**src/rtl/mem_ctrl_pkg.sv**
```systemverilog
// Shared constants and types for the byte-serial memory controller.
package mem_ctrl_pkg;

    localparam int BLOCK_WIDTH = 4;                  // log2(line bytes)
    localparam int LINE_BYTES  = 2 ** BLOCK_WIDTH;   // 16-byte ICache line
    localparam int LINE_BITS   = LINE_BYTES * 8;
    localparam int LINE_AW     = 32 - BLOCK_WIDTH;   // line address width

    localparam logic [1:0] IO_SEL = 2'b11;           // addr[17:16] of the I/O region

    localparam logic [1:0] SZ_B = 2'b00;
    localparam logic [1:0] SZ_H = 2'b01;
    localparam logic [1:0] SZ_W = 2'b10;

    typedef enum logic [1:0] {
        ST_IDLE   = 2'd0,
        ST_IFETCH = 2'd1,
        ST_DREAD  = 2'd2,
        ST_DWRITE = 2'd3
    } state_e;

    typedef enum logic {
        REQ_ICACHE = 1'b0,
        REQ_DATA   = 1'b1
    } req_e;

    // Byte count of an LSU access; the reserved code 11 behaves as a word.
    function automatic logic [4:0] size_bytes(input logic [1:0] sz);
        logic [4:0] n;
        case (sz)
            SZ_B:    n = 5'd1;
            SZ_H:    n = 5'd2;
            default: n = 5'd4;
        endcase
        return n;
    endfunction

endpackage

```
**src/rtl/mem_ctrl_if.sv**
```systemverilog
// Bus bundle between the controller, ICache, LSU, RAM port and UART status.
interface mem_ctrl_if
    import mem_ctrl_pkg::*;
();
    logic                 flushIn;
    logic                 icMissIn;
    logic [LINE_AW-1:0]   icAddrIn;
    logic                 icValidOut;
    logic [LINE_AW-1:0]   icAddrOut;
    logic [LINE_BITS-1:0] icDataOut;
    logic                 dReqIn;
    logic                 dWriteIn;
    logic [1:0]           dSizeIn;
    logic [31:0]          dAddrIn;
    logic [31:0]          dWdataIn;
    logic                 dDoneOut;
    logic [31:0]          dRdataOut;
    logic [7:0]           ramDataIn;
    logic [7:0]           ramDataOut;
    logic [31:0]          ramAddrOut;
    logic                 ramWriteOut;
    logic                 ioBufFullIn;

    // Environment side: clients, RAM model and UART status.
    modport master (
        output flushIn, icMissIn, icAddrIn, dReqIn, dWriteIn, dSizeIn, dAddrIn,
               dWdataIn, ramDataIn, ioBufFullIn,
        input  icValidOut, icAddrOut, icDataOut, dDoneOut, dRdataOut,
               ramDataOut, ramAddrOut, ramWriteOut
    );

    // Controller side.
    modport slave (
        input  flushIn, icMissIn, icAddrIn, dReqIn, dWriteIn, dSizeIn, dAddrIn,
               dWdataIn, ramDataIn, ioBufFullIn,
        output icValidOut, icAddrOut, icDataOut, dDoneOut, dRdataOut,
               ramDataOut, ramAddrOut, ramWriteOut
    );
endinterface

```
**src/rtl/mem_byte_asm.sv**
```systemverilog
// Collects returned RAM bytes into a line buffer indexed by byte position.
// line_o/word_o already include the byte being written this cycle so the
// owner can latch a complete result on the same edge as the last byte.
module mem_byte_asm (
    input  logic         clk_i,
    input  logic         rst_n_i,
    input  logic         clr_i,
    input  logic         we_i,
    input  logic [3:0]   idx_i,
    input  logic [7:0]   byte_i,
    output logic [127:0] line_o,
    output logic [31:0]  word_o
);
    logic [127:0] line_q;
    logic [127:0] line_d;

    // Merge the incoming byte into its slot of the buffer.
    always_comb begin
        line_d = line_q;
        if (we_i) begin
            line_d[{idx_i, 3'b000} +: 8] = byte_i;
        end else begin
            line_d = line_q;
        end
    end

    // Buffer register; cleared at each grant so unused upper bytes read as zero.
    always_ff @(posedge clk_i or negedge rst_n_i) begin
        if (!rst_n_i) begin
            line_q <= 128'd0;
        end else if (clr_i) begin
            line_q <= 128'd0;
        end else begin
            line_q <= line_d;
        end
    end

    assign line_o = line_d;
    assign word_o = line_d[31:0];
endmodule

```
**src/rtl/mem_ctrl.sv**
```systemverilog
// Arbitrates the byte-wide RAM port between ICache refills and LSU accesses,
// serialising each request into byte cycles.
module mem_ctrl
    import mem_ctrl_pkg::*;
(
    input logic       clkIn,
    input logic       resetIn,
    mem_ctrl_if.slave bus
);
    state_e               state_q, state_d;
    req_e                 rr_q, rr_d;
    logic [4:0]           cnt_q, cnt_d;
    logic [4:0]           nbytes_q, nbytes_d;
    logic [31:0]          addr_q, addr_d;
    logic [31:0]          wdata_q, wdata_d;
    logic                 ic_valid_q, ic_valid_d;
    logic [LINE_AW-1:0]   ic_addr_q, ic_addr_d;
    logic [LINE_BITS-1:0] ic_data_q, ic_data_d;
    logic                 d_done_q, d_done_d;
    logic [31:0]          d_rdata_q, d_rdata_d;

    logic                 pend_ic_s, pend_d_s, stall_s;
    logic                 asm_clr_s, asm_we_s;
    logic [3:0]           asm_idx_s;
    logic [LINE_BITS-1:0] asm_line_s;
    logic [31:0]          asm_word_s;
    logic [31:0]          ram_addr_s;
    logic [7:0]           ram_data_s, wr_byte_s;
    logic                 ram_write_s;

    assign pend_ic_s = bus.icMissIn & ~bus.flushIn;
    assign pend_d_s  = bus.dReqIn;
    assign stall_s   = bus.ioBufFullIn & (addr_q[17:16] == IO_SEL);
    // Byte returned this cycle belongs to the address issued one cycle earlier.
    assign asm_idx_s = cnt_q[3:0] - 4'd1;

    mem_byte_asm u_asm (
        .clk_i   (clkIn),
        .rst_n_i (resetIn),
        .clr_i   (asm_clr_s),
        .we_i    (asm_we_s),
        .idx_i   (asm_idx_s),
        .byte_i  (bus.ramDataIn),
        .line_o  (asm_line_s),
        .word_o  (asm_word_s)
    );

    // Next-state logic: arbitration, byte counting and result capture.
    always_comb begin
        state_d    = state_q;
        rr_d       = rr_q;
        cnt_d      = cnt_q;
        nbytes_d   = nbytes_q;
        addr_d     = addr_q;
        wdata_d    = wdata_q;
        ic_valid_d = 1'b0;
        ic_addr_d  = ic_addr_q;
        ic_data_d  = ic_data_q;
        d_done_d   = 1'b0;
        d_rdata_d  = d_rdata_q;
        asm_clr_s  = 1'b0;
        asm_we_s   = 1'b0;
        case (state_q)
            ST_IDLE: begin
                // Hold off while a completion pulse is out so a still-held request is not re-granted.
                if (!ic_valid_q && !d_done_q && (pend_ic_s || pend_d_s)) begin
                    if (pend_d_s && (!pend_ic_s || rr_q == REQ_ICACHE)) begin
                        rr_d     = REQ_DATA;
                        addr_d   = bus.dAddrIn;
                        nbytes_d = size_bytes(bus.dSizeIn);
                        wdata_d  = bus.dWdataIn;
                        state_d  = bus.dWriteIn ? ST_DWRITE : ST_DREAD;
                    end else begin
                        rr_d     = REQ_ICACHE;
                        addr_d   = {bus.icAddrIn, {BLOCK_WIDTH{1'b0}}};
                        nbytes_d = 5'(LINE_BYTES);
                        state_d  = ST_IFETCH;
                    end
                    cnt_d     = 5'd0;
                    asm_clr_s = 1'b1;
                end else begin
                    state_d = ST_IDLE;
                end
            end
            ST_IFETCH: begin
                if (bus.flushIn) begin
                    state_d = ST_IDLE;
                    cnt_d   = 5'd0;
                end else begin
                    asm_we_s = (cnt_q != 5'd0);
                    if (cnt_q == nbytes_q) begin
                        state_d    = ST_IDLE;
                        cnt_d      = 5'd0;
                        ic_valid_d = 1'b1;
                        ic_data_d  = asm_line_s;
                        ic_addr_d  = addr_q[31:BLOCK_WIDTH];
                    end else begin
                        cnt_d = cnt_q + 5'd1;
                    end
                end
            end
            ST_DREAD: begin
                asm_we_s = (cnt_q != 5'd0);
                if (cnt_q == nbytes_q) begin
                    state_d   = ST_IDLE;
                    cnt_d     = 5'd0;
                    d_done_d  = 1'b1;
                    d_rdata_d = asm_word_s;
                end else begin
                    cnt_d = cnt_q + 5'd1;
                end
            end
            ST_DWRITE: begin
                if (stall_s) begin
                    cnt_d = cnt_q;
                end else if (cnt_q == nbytes_q - 5'd1) begin
                    state_d  = ST_IDLE;
                    cnt_d    = 5'd0;
                    d_done_d = 1'b1;
                end else begin
                    cnt_d = cnt_q + 5'd1;
                end
            end
            default: begin
                state_d = ST_IDLE;
                cnt_d   = 5'd0;
            end
        endcase
    end

    // Select the store byte for the current count.
    always_comb begin
        case (cnt_q[1:0])
            2'd0:    wr_byte_s = wdata_q[7:0];
            2'd1:    wr_byte_s = wdata_q[15:8];
            2'd2:    wr_byte_s = wdata_q[23:16];
            default: wr_byte_s = wdata_q[31:24];
        endcase
    end

    // RAM port decode; the UART-full stall must gate the write in the same cycle.
    always_comb begin
        ram_addr_s  = 32'd0;
        ram_data_s  = 8'd0;
        ram_write_s = 1'b0;
        case (state_q)
            ST_IFETCH, ST_DREAD: begin
                if (cnt_q < nbytes_q) begin
                    ram_addr_s = addr_q + {27'd0, cnt_q};
                end else begin
                    ram_addr_s = 32'd0;
                end
            end
            ST_DWRITE: begin
                ram_addr_s  = addr_q + {27'd0, cnt_q};
                ram_data_s  = wr_byte_s;
                ram_write_s = ~stall_s;
            end
            default: begin
                ram_addr_s = 32'd0;
            end
        endcase
    end

    // State and result registers.
    always_ff @(posedge clkIn or negedge resetIn) begin
        if (!resetIn) begin
            state_q    <= ST_IDLE;
            rr_q       <= REQ_ICACHE;
            cnt_q      <= 5'd0;
            nbytes_q   <= 5'd0;
            addr_q     <= 32'd0;
            wdata_q    <= 32'd0;
            ic_valid_q <= 1'b0;
            ic_addr_q  <= '0;
            ic_data_q  <= '0;
            d_done_q   <= 1'b0;
            d_rdata_q  <= 32'd0;
        end else begin
            state_q    <= state_d;
            rr_q       <= rr_d;
            cnt_q      <= cnt_d;
            nbytes_q   <= nbytes_d;
            addr_q     <= addr_d;
            wdata_q    <= wdata_d;
            ic_valid_q <= ic_valid_d;
            ic_addr_q  <= ic_addr_d;
            ic_data_q  <= ic_data_d;
            d_done_q   <= d_done_d;
            d_rdata_q  <= d_rdata_d;
        end
    end

    assign bus.icValidOut  = ic_valid_q;
    assign bus.icAddrOut   = ic_addr_q;
    assign bus.icDataOut   = ic_data_q;
    assign bus.dDoneOut    = d_done_q;
    assign bus.dRdataOut   = d_rdata_q;
    assign bus.ramAddrOut  = ram_addr_s;
    assign bus.ramDataOut  = ram_data_s;
    assign bus.ramWriteOut = ram_write_s;
endmodule
```
**src/flat_wrapper.sv**
```systemverilog
// flat-port wrapper written by rule: the top's interface ports become plain ports
module mem_ctrl_flat import mem_ctrl_pkg::*;
  (clkIn, resetIn, bus_flushIn, bus_icMissIn, bus_icAddrIn, bus_dReqIn, bus_dWriteIn, bus_dSizeIn, bus_dAddrIn, bus_dWdataIn, bus_ramDataIn, bus_ioBufFullIn, bus_icValidOut, bus_icAddrOut, bus_icDataOut, bus_dDoneOut, bus_dRdataOut, bus_ramDataOut, bus_ramAddrOut, bus_ramWriteOut);
  mem_ctrl_if bus_i ();
  input logic clkIn;
  input logic resetIn;
  input wire logic [$bits(bus_i.flushIn)-1:0] bus_flushIn;
  input wire logic [$bits(bus_i.icMissIn)-1:0] bus_icMissIn;
  input wire logic [$bits(bus_i.icAddrIn)-1:0] bus_icAddrIn;
  input wire logic [$bits(bus_i.dReqIn)-1:0] bus_dReqIn;
  input wire logic [$bits(bus_i.dWriteIn)-1:0] bus_dWriteIn;
  input wire logic [$bits(bus_i.dSizeIn)-1:0] bus_dSizeIn;
  input wire logic [$bits(bus_i.dAddrIn)-1:0] bus_dAddrIn;
  input wire logic [$bits(bus_i.dWdataIn)-1:0] bus_dWdataIn;
  input wire logic [$bits(bus_i.ramDataIn)-1:0] bus_ramDataIn;
  input wire logic [$bits(bus_i.ioBufFullIn)-1:0] bus_ioBufFullIn;
  output wire logic [$bits(bus_i.icValidOut)-1:0] bus_icValidOut;
  output wire logic [$bits(bus_i.icAddrOut)-1:0] bus_icAddrOut;
  output wire logic [$bits(bus_i.icDataOut)-1:0] bus_icDataOut;
  output wire logic [$bits(bus_i.dDoneOut)-1:0] bus_dDoneOut;
  output wire logic [$bits(bus_i.dRdataOut)-1:0] bus_dRdataOut;
  output wire logic [$bits(bus_i.ramDataOut)-1:0] bus_ramDataOut;
  output wire logic [$bits(bus_i.ramAddrOut)-1:0] bus_ramAddrOut;
  output wire logic [$bits(bus_i.ramWriteOut)-1:0] bus_ramWriteOut;
  assign bus_i.flushIn = bus_flushIn;
  assign bus_i.icMissIn = bus_icMissIn;
  assign bus_i.icAddrIn = bus_icAddrIn;
  assign bus_i.dReqIn = bus_dReqIn;
  assign bus_i.dWriteIn = bus_dWriteIn;
  assign bus_i.dSizeIn = bus_dSizeIn;
  assign bus_i.dAddrIn = bus_dAddrIn;
  assign bus_i.dWdataIn = bus_dWdataIn;
  assign bus_i.ramDataIn = bus_ramDataIn;
  assign bus_i.ioBufFullIn = bus_ioBufFullIn;
  assign bus_icValidOut = bus_i.icValidOut;
  assign bus_icAddrOut = bus_i.icAddrOut;
  assign bus_icDataOut = bus_i.icDataOut;
  assign bus_dDoneOut = bus_i.dDoneOut;
  assign bus_dRdataOut = bus_i.dRdataOut;
  assign bus_ramDataOut = bus_i.ramDataOut;
  assign bus_ramAddrOut = bus_i.ramAddrOut;
  assign bus_ramWriteOut = bus_i.ramWriteOut;
  mem_ctrl u_core (.clkIn(clkIn), .resetIn(resetIn), .bus(bus_i));
endmodule
```
**config.mk**
```make
export PLATFORM = sky130hd
export DESIGN_NAME = mem_ctrl_flat
export DESIGN_NICKNAME = d
export VERILOG_FILES = /design/src/rtl/mem_ctrl_pkg.sv /design/src/rtl/mem_ctrl_if.sv /design/src/rtl/mem_byte_asm.sv /design/src/rtl/mem_ctrl.sv /design/src/flat_wrapper.sv
export SDC_FILE = /design/constraint.sdc
export NUM_CORES = 1
export LEC_CHECK = 0
export ABC_AREA = 1
export CORE_UTILIZATION = 45
export DETAILED_ROUTE_END_ITERATION = 12
export PLACE_DENSITY = 0.7
export SYNTH_ARGS = -nofsm -noshare
export SYNTH_HDL_FRONTEND = slang
export SYNTH_SLANG_ARGS = --single-unit
```
**constraint.sdc**
```tcl
create_clock -name clkIn -period 6.4 [get_ports clkIn]
set_input_delay 1.6 -clock clkIn [delete_from_list [all_inputs] [get_ports clkIn]]
set_output_delay 1.6 -clock clkIn [all_outputs]
set_load 0.005 [all_outputs]
```
## Yosys cells after proc, flatten, opt, wreduce, memory -nomap -nowiden

Index checks and enable logic that the tools add are counted.

| storage, ports and cells | value |
|---|---|
| bits in registers | 395 |

| operators by class | value |
|---|---|
| add/subtract/negate cells | 5 |
| order comparisons | 1 |
| eq/ne operators | 12 |
| shifts and indexed selects | 2 |
| muxes and demuxes | 36 |
| bitwise logic cells | 5 |
| reduce and logical (&&, ||, !) cells | 19 |

Operators with widths:

| cell | count |
|---|---|
| 2-to-1 mux 128 bit | 2 |
| bitwise mux 128 bit | 1 |
| variable shift 8 x 9 -> 128 bit (first input constant) | 1 |
| indexed part select 8 x 9 -> 128 bit | 1 |
| 2-to-1 mux 32 bit | 2 |
| one-hot mux 32 bit (2 select lines) | 1 |
| adder 32 x 5 -> 32 bit | 1 |
| 2-to-1 mux 5 bit | 6 |
| one-hot mux 8 bit (3 select lines) | 1 |
| one-hot mux 5 bit (4 select lines) | 1 |
| 2-to-1 mux 2 bit | 6 |
| 2-to-1 mux 1 bit | 11 |
| equality test 5 bit | 2 |
| negation 7 -> 9 bit | 1 |
| equality test 2 bit (second input constant) | 4 |
| 2-to-1 mux 8 bit | 1 |
| one-hot mux 2 bit (4 select lines) | 1 |
| AND reduction 2 bit | 4 |
| equality test 2 x 1 -> 1 bit (second input constant) | 3 |
| zero test 2 bit | 3 |
| one-hot mux 3 bit (2 select lines) | 1 |
| AND reduction 3 bit | 2 |
| adder 5 x 1 -> 5 bit (second input constant) | 1 |
| < comparator 5 bit | 1 |
| other kinds (12) | 22 |

## Depth between registers and ports, before layout

Gate-level depths: netlist (run 1).

| depth | value |
|---|---|
| word-level depth | 8 |
| gate-level depth with buffers | 14 |
| mapped depth without buffers | 14 |

## Modules after synthesis

Synthesis (run 1) repeated with hierarchy kept, for this count alone.

| unflattened totals | value |
|---|---|
| cells, all modules | 2438 |
| area, all modules | 19271.0 um^2 |

Modules (own cells, without submodules):

| module | times used | cells an instance | area each (um^2) |
|---|---|---|---|
| mem_ctrl | 1 | 1442 | 12244.2 |
| mem_byte_asm | 1 | 996 | 7026.7 |

## Least setup slack after synthesis (run 1)

No wires, ideal clock.

| path | value |
|---|---|
| path kind | register to output |
| start | register u_core.cnt_q[0] |
| end | output port bus_ramAddrOut[24] |
| arrival | 1860 ps |
| path slack | 2940 ps |
| cell stages (with the launch flop) | 10 |
| buffers on the path | 0 |
| cells stage by stage | dfrtp_1 -> ha_1 -> fa_1 -> nand2_1 -> nand3_1 -> nand3_1 -> nor2_1 -> nand3_1 -> nand2_1 -> nor2_1 |

| on the way | value |
|---|---|
| word-level cells in the longest chain between the ends | 3 |

Ends and longest elaborated chain:

| what | line | RTL |
|---|---|---|
| start, declared | mem_ctrl.sv:12 | `logic [4:0] cnt_q, cnt_d;` |
| start signal, assigned | mem_ctrl.sv:182 | `cnt_q <= cnt_d;` |
| adder 32 x 5 -> 32 bit / < comparator 5 bit (equally long branches) | mem_ctrl.sv:149, mem_ctrl.sv:155, mem_ctrl.sv:148 |  |
| 2-to-1 mux 32 bit | mem_ctrl.sv:148 | `if (cnt_q < nbytes_q) begin` |
| one-hot mux 32 bit (2 select lines) * | mem_ctrl.sv:146 | `case (state_q)` |
| end, declared | flat_wrapper.sv:23 | `output wire logic [$bits(bus_i.ramAddrOut)-1:0] bus_ramAddrOut;` |

Mark *: on every way between the ends. The rest lies on a longest branch, timed or not.

## Final worst setup path (run 1)

| path | value |
|---|---|
| start | register u_core.cnt_q[0] |
| end | output port bus_ramAddrOut[5] |

Same word-level chain as after synthesis.

==> metrics.md, run 1 <==
| Metric | Value |
|---|---|
| CTS tree | `built` |
| Worst R2R End | `u_core.bus.dRdataOut[28]` |
| Internal power | `between 5000 and 6000 uW` |
| TritonRoute pass-1 iters | `6` |
| Pre-CTS WS | `1560 ps` |
| Initial antenna violation count | `4` |
| Worst r2r path cells | `8` |
| CP Launch Type | `flop` |
| Starting density of the core | `between 40% and 50%` |
| Clock power frac | `between 30% and 40%` |
| GP Congestion | `between 0.9 and 1` |
| Largest net degree at the start of global routing | `~150` |
| Routed WL | `between 50000 and 60000 microns` |
| Syn Area/Cell | `7.68 sq um` |
| I/O pins | `340` |
| Post-CTS Setup Inserts | `0` |
| Row cnt | `74` |
| Seq cells post-synth | `394` |
| Most Crowded Layer GR | `met2` |
| Hold wc startpoint | `u_core.bus.icAddrOut[17]` |
| Max Cap Violations | `0` |
| Final setup viols | `0` |
| Leakage power | `~0.012 uW` |
| Synth cell count leaders | `nand2_1 (962), dfrtp_1 (394), nand3_1 (264)` |
| Slew Limit Headroom | `about a fifth` |
| Comb power frac | `between 20% and 30%` |
| Final worst-path cycle share | `between 80% and 90%` |
| Cell count after synthesis | `approximately 2400` |
| PD cells | `approximately 350 mW/mm^2` |
| Most common cell in the netlist | `nand2_1` |
| Worst-path clk slew | `about 60 ps` |
| Final net count | `around 2900` |
| Resized cells post-CTS | `0` |
| WP data required | `between 4000 and 5000 ps` |
| Worst VDD drop | `~0.37 mV` |
| Yosys warning count | `0` |
| Top cell type's share of synthesized area | `a little over half` |
| Crit-path max FO | `19` |
| TritonCTS Buffers | `44` |
| Final instance area | `~0.024 sq mm` |
| Hold Worst Slack | `about 470 ps` |
| Clock latency at the later pin of the worst-skew pair | `slightly below 600 ps` |
| Max frequency | `between 150 and 200 MHz` |
| Sequential Power Share | `about two fifths` |
| I/O Buffers | `around 340` |
| Avg WL per Cell | `between 15 and 20 microns` |
| Max clock buf depth | `3` |
| Yosys top cell by area | `dfrtp_1` |
| Main synth FF type | `dfrtp_1` |
| Met2 usage | `a little over two fifths` |
| Sequential fraction of the synthesis area | `about 53%` |
| Final hold violations | `0` |
| Hold Path Class | `flop to flop` |
| Crit. End Element | `primary output` |
| CTS Sinks | `just under 400` |
| Total power | `8440 uW` |
| Chip Height | `~200 microns` |
| R2R Path Start | `u_core.cnt_q[0]` |
| P_sw | `about 2900 uW` |
| Vias | `17233` |
| Width of the die | `between 200 and 250 microns` |
| Crit Path Class | `flop to primary output` |
| Hold Crit Depth | `2` |
| Mapped Area | `~0.019 sq mm` |
| Slew Viols, Final | `0` |
| Synth cell types | `34` |
| Dpl cell area | `approximately 0.023 sq mm` |
| Tmin final | `between 5000 and 6000 ps` |
| 1st-iter DRT viols | `1450` |
| First-pass GRT wire length | `about 90000 microns` |
| Post-route ant nets | `0` |
| GRT Total Usage | `~28%` |
| Core box area | `between 0.04 and 0.05 sq mm` |
| Die area | `about 0.042 sq mm` |
| Met3 GRT Util | `between 5 and 6%` |
| Worst slew pin tran | `between 1000 and 1500 ps` |
| Drt drc | `0` |
| EDFF count, synth | `0` |
| Clock Skews | `~29 ps` |
| Layout area overhead | `28.1%` |
| Setup TNS | `0 ps` |
| Crit path DAT | `3920 ps` |
| Net Sw Frac | `roughly a third` |
| Layout cell share with drive strength beyond 1 | `under 10%` |
| Outcome | `complete, no violations` |
| R2r setup slk | `between 2000 and 2500 ps` |
| Via/cell ratio | `~5.2` |
| RSZ-0062 raised after global routing | `no` |
| Gr ovfl total | `0` |
| Dpl hpwl | `about 40000 microns` |
| Clk root buf | `clkbuf_16` |
| Area contributors post-synth | `dfrtp_1 (53%), nand2_1 (19%), nand3_1 (7.1%)` |
| Setup ws final | `879 ps` |
| Synthesized Nets | `approximately 2600` |
| H-tree level count | `2` |
| Asr flop ratio synth | `100%` |
| Vias in the first global route | `about 17000` |
| WHS Endpoint | `u_core.bus.icAddrOut[17]` |
| Met1 Track Usage GR | `a little under two fifths` |
| Cts hold-fix bufs | `0` |
-- cell usage in the layout (no fill, tap or decap), types with 8 or more instances in the layout --
| cell type | instances |
|---|---|
| nand2_1 | 962 |
| dfrtp_1 | 394 |
| clkdlybuf4s50_1 | 338 |
| nand3_1 | 264 |
| inv_1 | 228 |
| nor2_1 | 223 |
| o21ai_0 | 50 |
| clkbuf_16 | 45 |
| a21oi_1 | 34 |
| nor3_1 | 26 |
| nand4_1 | 24 |
| o211ai_1 | 23 |
| ha_1 | 22 |
| nand2_2 | 17 |
| nor2_4 | 12 |
| clkbuf_1 | 11 |
| a31oi_1 | 9 |
| inv_2 | 9 |
| clkbuf_8 | 9 |
| nor2_2 | 8 |
| buf_4 | 8 |
-- layout make-up --
| type | instances | area [sq um] |
|---|---|---|
| diodes | 3 | 7.51 |
| clock buffers | 65 | 1290 |
| clock inverters | 12 | 204 |
| fillers | 3734 | 16900 |
| inverters | 241 | 907 |
| multi-input cells | 1709 | 7550 |
| flip-flops and latches | 394 | 9860 |
| well taps | 532 | 666 |
| repair buffers | 350 | 3520 |
-- flip-flops by register name (all words and copies together) (netlist names) --
name and flops:
u_core.wdata_q 32, u_core.bus.icAddrOut 28, u_core.rr_q 1, u_core.u_asm.line_q 128, u_core.bus.dDoneOut 1, u_core.state_q 2
u_core.cnt_q 5, u_core.nbytes_q 4, u_core.bus.icDataOut 128, u_core.addr_q 32, u_core.bus.icValidOut 1, u_core.bus.dRdataOut 32
-- power groups by stage --
stage | Clock [uW] | Combinational, uW | Sequential [uW]
final | 2640 | 2500 | 3300
after global routing | 2770 | 2750 | 3340
after CTS | 2670 | 2500 | 3290
after detailed placement | 0 | 2490 | 3330
after global placement | 0 | 2450 | 3320
after floorplan | 0 | 1330 | 3230
-- layer usage --
layer	wire length (microns)	share of wire, %
met5	13	0.022
met4	2590	4.4
met3	4040	6.9
met2	26700	46
met1	24900	43
-- stage by stage --
step	cells	util [%]
6_report	3306	58.7
5_1_grt	3304	58.6
4_1_cts	3303	58.6
3_5_place_dp	3226	55.0
3_3_place_gp	3226	55.0
2_1_floorplan	2440	-
-- cells by family after synthesis --
kind of cell               after synthesis  synth area share (%)
and+or+nand+nor                       1547                  34.2
adders and majority gates               23                  1.58
AOI/OAI and AO/OA                      129                  3.93
xor gates and xnor gates                10                 0.467
DFF                                    394                  52.6
buffers and inverters                  337                  7.15
-- worst max-delay path: stages (launching register included) --
cell and delay, ps:
dfrtp_1 700, inv_1 310, ha_1 270, o211ai_1 200
nand2_1 80, nand3_1 80, nand2_1 70, nand2_1 530
inv_1 420, nand2_1 150, nor2_1 50, clkdlybuf4s50_1 470
-- worst max-delay path by stage --
stage | to | cells past startpoint | slack (ps) | startpoint
final | bus_ramAddrOut[5] | 11 | 880 | u_core.cnt_q[0]
after floorplan | bus_ramAddrOut[24] | 9 | 2940 | u_core.cnt_q[0]
after global routing | bus_ramAddrOut[5] | 11 | 600 | u_core.cnt_q[0]
after CTS | bus_ramAddrOut[5] | 11 | 910 | u_core.cnt_q[0]
after global placement | bus_ramAddrOut[5] | 11 | 1780 | u_core.cnt_q[0]
after detailed placement | bus_ramAddrOut[5] | 11 | 1560 | u_core.cnt_q[0]
(Power assumes the default switching activity.)
==> inputs of run 2 (changes only) <==
PLACE_DENSITY = unset   (was 0.7)
PLACE_DENSITY_LB_ADDON = 0.05   (was unset)
==> run 2 against run 1 <==
Against the previous run: first-iteration DRC count shrank 14%; utilization shrank 0.13 points; setup slack gained 170 ps; critical path type unchanged; sequential share of layout area grew 0.094 points; sequential cell count is the same; non-clock buffer count grew 2; clock skew shrank 15 ps; fmax grew 3.1%; critical endpoint is now bus_ramAddrOut[29].
==> metrics.md, run 2 (synthesis results as in run 1) <==
| Metric | Value |
|---|---|
| Crit. End Element | `primary output` |
| Chip Height | `approximately 210 microns` |
| Commonest non-fill, non-tap cell in the layout | `nand2_1` |
| Die area | `between 0.04 and 0.05 sq mm` |
| TritonCTS Buffers | `43` |
| PD cells | `approximately 350 mW/mm^2` |
| Clock latency at the later pin of the worst-skew pair | `approximately 560 ps` |
| Resized cells post-CTS | `0` |
| Clock Skews | `about 14 ps` |
| Setup TNS | `0 ps` |
| Gr ovfl total | `0` |
| CTS Sinks | `394` |
| TritonRoute pass-1 iters | `6` |
| CTS tree | `built` |
| Slew Limit Headroom | `between 10% and 20%` |
| 1st-iter DRT viols | `about 1200` |
| Row cnt | `74` |
| Vias in the first global route | `between 15000 and 20000` |
| Final net count | `2873` |
| WP data required | `about 4800 ps` |
| Tmin final | `5360 ps` |
| Width of the die | `~210 microns` |
| Crit path top cell by count | `nand2_1` |
| Pre-CTS WS | `roughly 1500 ps` |
| Crit Path Class | `flop to primary output` |
| Cts hold-fix bufs | `0` |
| Delay-heaviest family, CP | `buffers and inverters` |
| Crit path DAT | `about 3800 ps` |
| Sequence of cells on the critical path | `inv_1 > ha_1 > o211ai_1 > nand2_1 > nand3_1 > nand2_1 > nand2_1 > inv_1 > nand2_1 > nor2_1 > clkdlybuf4s50_1` |
| Via/cell ratio | `a little over 5` |
| RSZ-0062 raised after global routing | `no` |
| Final hold violations | `0` |
| Slew Viols, Final | `0` |
| GP Congestion | `0.916` |
| CP Launch Type | `flop` |
| H-tree level count | `2` |
| I/O pins | `340` |
| Final setup viols | `0` |
| Starting density of the core | `about 46%` |
| Worst VDD drop | `0.349 mV` |
| GRT Total Usage | `roughly 28%` |
| Routed WL | `roughly 60000 microns` |
| Setup ws final | `~1000 ps` |
| Post-CTS Setup Inserts | `0` |
| I/O Buffers | `roughly 340` |
| Crit-path max FO | `19` |
| Dpl hpwl | `about 40000 microns` |
| Most frequent cells in the layout | `nand2_1 (962), dfrtp_1 (394), clkdlybuf4s50_1 (338), nand3_1 (264), inv_1 (227)` |
| Layout cell share with drive strength beyond 1 | `4.48%` |
| Avg WL per Cell | `approximately 18 microns` |
| Worst-path clk slew | `approximately 60 ps` |
| Initial antenna violation count | `4` |
| Crit path buffers/inverters | `3` |
| Max clock buf depth | `3` |
| Critical path's slowest cell | `dfrtp_1` |
| Outcome | `complete, no violations` |
| Drt drc | `0` |
| Layout area overhead | `27.8%` |
| Max Cap Violations | `0` |
| Vias | `16934` |
| Leakage power | `around 0.012 uW` |
| Post-route ant nets | `0` |
| Clk root buf | `clkbuf_16` |
| Largest net degree at the start of global routing | `182` |
| Crit-path max cell delay | `680 ps` |
| Final worst-path cycle share | `a little over four fifths` |
| Hold Path Class | `flop to flop` |
| Hold Worst Slack | `475 ps` |
| Final instance area | `0.0239 sq mm` |
| Core box area | `slightly above 0.04 sq mm` |
| First-pass GRT wire length | `roughly 92000 microns` |
| Dpl cell area | `around 0.023 sq mm` |
| Worst slew pin tran | `about 1200 ps` |
| Max frequency | `187 MHz` |
-- run 2: path summary, 6_finish.rpt --
kind	start	to	slack (ps)	depth (start not counted)
worst max-delay path	u_core.cnt_q[0]	bus_ramAddrOut[29]	1040	11
worst min-delay path	u_core.bus.icAddrOut[17]	u_core.bus.icAddrOut[17]	470	2
worst max register to register	u_core.cnt_q[0]	u_core.bus.icDataOut[74]	2170	11
worst min register to register	u_core.bus.icAddrOut[17]	u_core.bus.icAddrOut[17]	470	2
max in group asynchronous	resetIn	u_core.u_asm.line_q[18]	4050	2
min in group asynchronous	resetIn	u_core.bus.icDataOut[105]	1060	1
-- run 2: power by group --
group / switching (uW) / internal, uW
Sequential: 354 / 2940
Clock: 992 / 1540
Combinational: 1510 / 991
-- run 2: worst min-delay path, cell delays in order, from the launching register on --
cell     delay [ps]
dfrtp_1         340
nand2_1          50
nand2_1          50
-- run 2: stage by stage --
step / instances / total power [uW] / util [%]
6_report: 3305 / 8320 / 58.5
5_1_grt: 3305 / 8780 / 58.5
4_1_cts: 3302 / 8390 / 58.5
3_5_place_dp: 3228 / 5830 / 55.0
3_3_place_gp: 3228 / 5800 / 55.0
2_1_floorplan: 2440 / 4560 / -
-- run 2: per-layer routing --
metal	vias to the layer above	share of wire [%]	global-route usage, %
li1	8224	-	-
met1	8066	42	37.0
met2	523	48	45.8
met3	119	6.4	5.77
met4	2	3.3	10.6
met5	-	0.022	0
-- run 2: final cells by class --
class                   instances  area (sq um)
repair buffers                352          3530
flip-flops and latches        394          9860
multi-input cells            1709          7550
well taps                     532           666
inverters                     241           910
clock buffers                  68          1290
diodes                          3          7.51
fillers                      3800         17000
clock inverters                 6           130
==> inputs of run 3 (changes only) <==
clock period = 5.1 ns   (was 6.4 ns; I/O delays follow)
==> run 3 against run 2 <==
Against the previous run: first-iteration DRC count is 0.80% higher; via count decreased by 0.38%; utilization up 0.28 points; critical path depth decreased by 2; global-route usage is 0.50 points lower; final cell count is 0.12% higher; sequential cell count is the same; clock power grew 30%; combinational power up 25%; critical path type unchanged; critical endpoint is now bus_ramAddrOut[16]; largest power group unchanged.
==> metrics.md, run 3 (synthesis results as in run 1) <==
| Metric | Value |
|---|---|
| Most frequent cells in the layout | `nand2_1 (962), dfrtp_1 (394), clkdlybuf4s50_1 (338), nand3_1 (264), inv_1 (228)` |
| Critical path's slowest cell | `dfrtp_1` |
| Tmin final | `~4800 ps` |
| Layout area overhead | `28.4%` |
| Die area | `roughly 0.042 sq mm` |
| CP Launch Type | `flop` |
| Clk root buf | `clkbuf_16` |
| H-tree level count | `2` |
| Chip Height | `slightly above 200 microns` |
| Final Non-Filler Cells | `approximately 3300` |
| Final setup viols | `0` |
| Crit-path max FO | `17` |
| Resized cells post-CTS | `0` |
| CTS Sinks | `394` |
| Final worst-path cycle share | `between 90% and 100%` |
| I/O pins | `340` |
| Gr ovfl total | `0` |
| Hold Path Class | `flop to flop` |
| Slew Limit Headroom | `21.1%` |
| Clock Skews | `approximately 16 ps` |
| Cts hold-fix bufs | `0` |
| Vias | `around 17000` |
| Worst R2R End | `u_core.bus.dRdataOut[10]` |
| Worst r2r path cells | `11` |
| Starting density of the core | `45.8%` |
| Final net count | `approximately 2900` |
| Crit-path max cell delay | `between 600 and 700 ps` |
| I/O Buffers | `between 300 and 400` |
| Row cnt | `between 70 and 80` |
| Sequence of cells on the critical path | `ha_1 > fa_1 > nand2_1 > nand3_1 > nand3_1 > nor2_1 > nor2_1 > nor3_1 > clkdlybuf4s50_1` |
| Fill cells | `about 3800` |
| GRT Total Usage | `~28%` |
| Crit. End Element | `primary output` |
| Leakage power | `around 0.012 uW` |
| 1st-iter DRT viols | `roughly 1300` |
| TritonRoute pass-1 iters | `5` |
| R2R Path Start | `u_core.cnt_q[0]` |
| Crit Path Class | `flop to primary output` |
| Delay-heaviest family, CP | `simple AND/OR/NAND/NOR gates` |
| GP Congestion | `approximately 0.9` |
| Reg area | `~0.0099 sq mm` |
| PD cells | `about 440 mW/mm^2` |
| Avg WL per Cell | `around 17 microns` |
| Layout cell share with drive strength beyond 1 | `under 10%` |
| Dpl hpwl | `~40000 microns` |
| Crit path DAT | `3520 ps` |
| First-pass GRT wire length | `90900 microns` |
| Clock latency at the later pin of the worst-skew pair | `slightly below 600 ps` |
| CTS tree | `built` |
| R2r setup slk | `1380 ps` |
| Slew Viols, Final | `0` |
| Hold wc startpoint | `u_core.bus.icAddrOut[17]` |
| Post-CTS Setup Inserts | `0` |
| DP Cell Count | `between 3000 and 4000` |
| Outcome | `complete, no violations` |
| Post-route ant nets | `0` |
| Dpl cell area | `0.0226 sq mm` |
| WP data required | `3830 ps` |
| Worst VDD drop | `~0.4 mV` |
| Width of the die | `between 200 and 250 microns` |
| Largest net degree at the start of global routing | `roughly 180` |
| WHS Endpoint | `u_core.bus.icAddrOut[17]` |
| Initial antenna violation count | `0` |
| Routed WL | `~57000 microns` |
| Via/cell ratio | `between 5 and 6` |
| Max frequency | `around 210 MHz` |
| Core box area | `around 0.041 sq mm` |
| Commonest non-fill, non-tap cell in the layout | `nand2_1` |
| Multi-input gate area | `between 0.007 and 0.008 sq mm` |
| Hold Crit Depth | `2` |
| Final instance area | `roughly 0.024 sq mm` |
| Drt drc | `0` |
| Max Cap Violations | `0` |
| TritonCTS Buffers | `44` |
| Ant diodes | `0` |
| Final hold violations | `0` |
| Worst slew pin tran | `around 1200 ps` |
| Vias in the first global route | `approximately 16000` |
| Setup TNS | `0 ps` |
| Worst-path clk slew | `~60 ps` |
| RSZ-0062 raised after global routing | `no` |
| Crit path buffers/inverters | `1` |
| Max clock buf depth | `3` |
run 3: cell count changes in the layout (fill, tap and decap cells not counted):
cell,previous run,this run
buf_12,3,5
clkbuf_1,15,7
clkbuf_8,8,12
clkinv_1,4,3
clkinv_2,2,8
clkinvlp_4,0,1
diode_2,3,0
inv_1,227,228
inv_6,1,3
run 3: power breakdown:
part / leakage (uW) / switching [uW] / total [uW] / internal [uW]
Combinational: 0.00593 / 1870 / 3130 / 1250
Sequential: 0.00532 / 444 / 4130 / 3680
Clock: 0.000746 / 1290 / 3280 / 1990
run 3: area by class of cell:
| type | instances | area share [%] |
|---|---|---|
| inverters | 241 | 3.78 |
| multi-input cells | 1709 | 31.4 |
| clock inverters | 15 | 0.770 |
| well taps | 532 | 2.77 |
| repair buffers | 354 | 14.9 |
| clock buffers | 64 | 5.48 |
| flip-flops and latches | 394 | 41.0 |
run 3: how the worst max path moves through the flow:
| stage | cells after the start | endpoint | slack [ps] | from |
|---|---|---|---|---|
| 2_1_floorplan | 9 | bus_ramAddrOut[24] | 1970 | u_core.cnt_q[0] |
| 3_3_place_gp | 10 | bus_ramAddrOut[24] | 980 | u_core.cnt_q[0] |
| 3_5_place_dp | 9 | bus_ramAddrOut[16] | 930 | u_core.cnt_q[0] |
| 4_1_cts | 9 | bus_ramAddrOut[16] | 300 | u_core.cnt_q[0] |
| 5_1_grt | 9 | bus_ramAddrOut[16] | 70 | u_core.cnt_q[0] |
| 6_report | 9 | bus_ramAddrOut[16] | 300 | u_core.cnt_q[0] |
run 3: worst register-to-register path, cell delays in order, from the launching register on:
cell	delay, ps
dfrtp_1	680
inv_1	310
ha_1	550
nand2_1	170
nor2_1	80
nor2_4	370
inv_2	160
nor2_4	530
nand2_1	390
nand2_1	230
nand3_1	110
nand2_1	80
run 3: stage by stage:
stage          utilization, %  setup slack [ps]  total power, uW  hold slack, ps
2_1_floorplan               -              1970             5730             444
3_3_place_gp             55.1               977             7260             458
3_5_place_dp             55.1               934             7290             461
4_1_cts                  58.8               296            10600             476
5_1_grt                  58.8              65.6            11100             493
6_report                 58.8               305            10500             472
run 3: metal layers:
metal | GRT usage, % | wire [microns] | part of all wire, %
met2 | 45.3 | 27500 | 48
met4 | 9.69 | 1920 | 3.3
met1 | 36.6 | 24900 | 43
met3 | 5.44 | 3220 | 5.6
met5 | 0 | 0 | 0
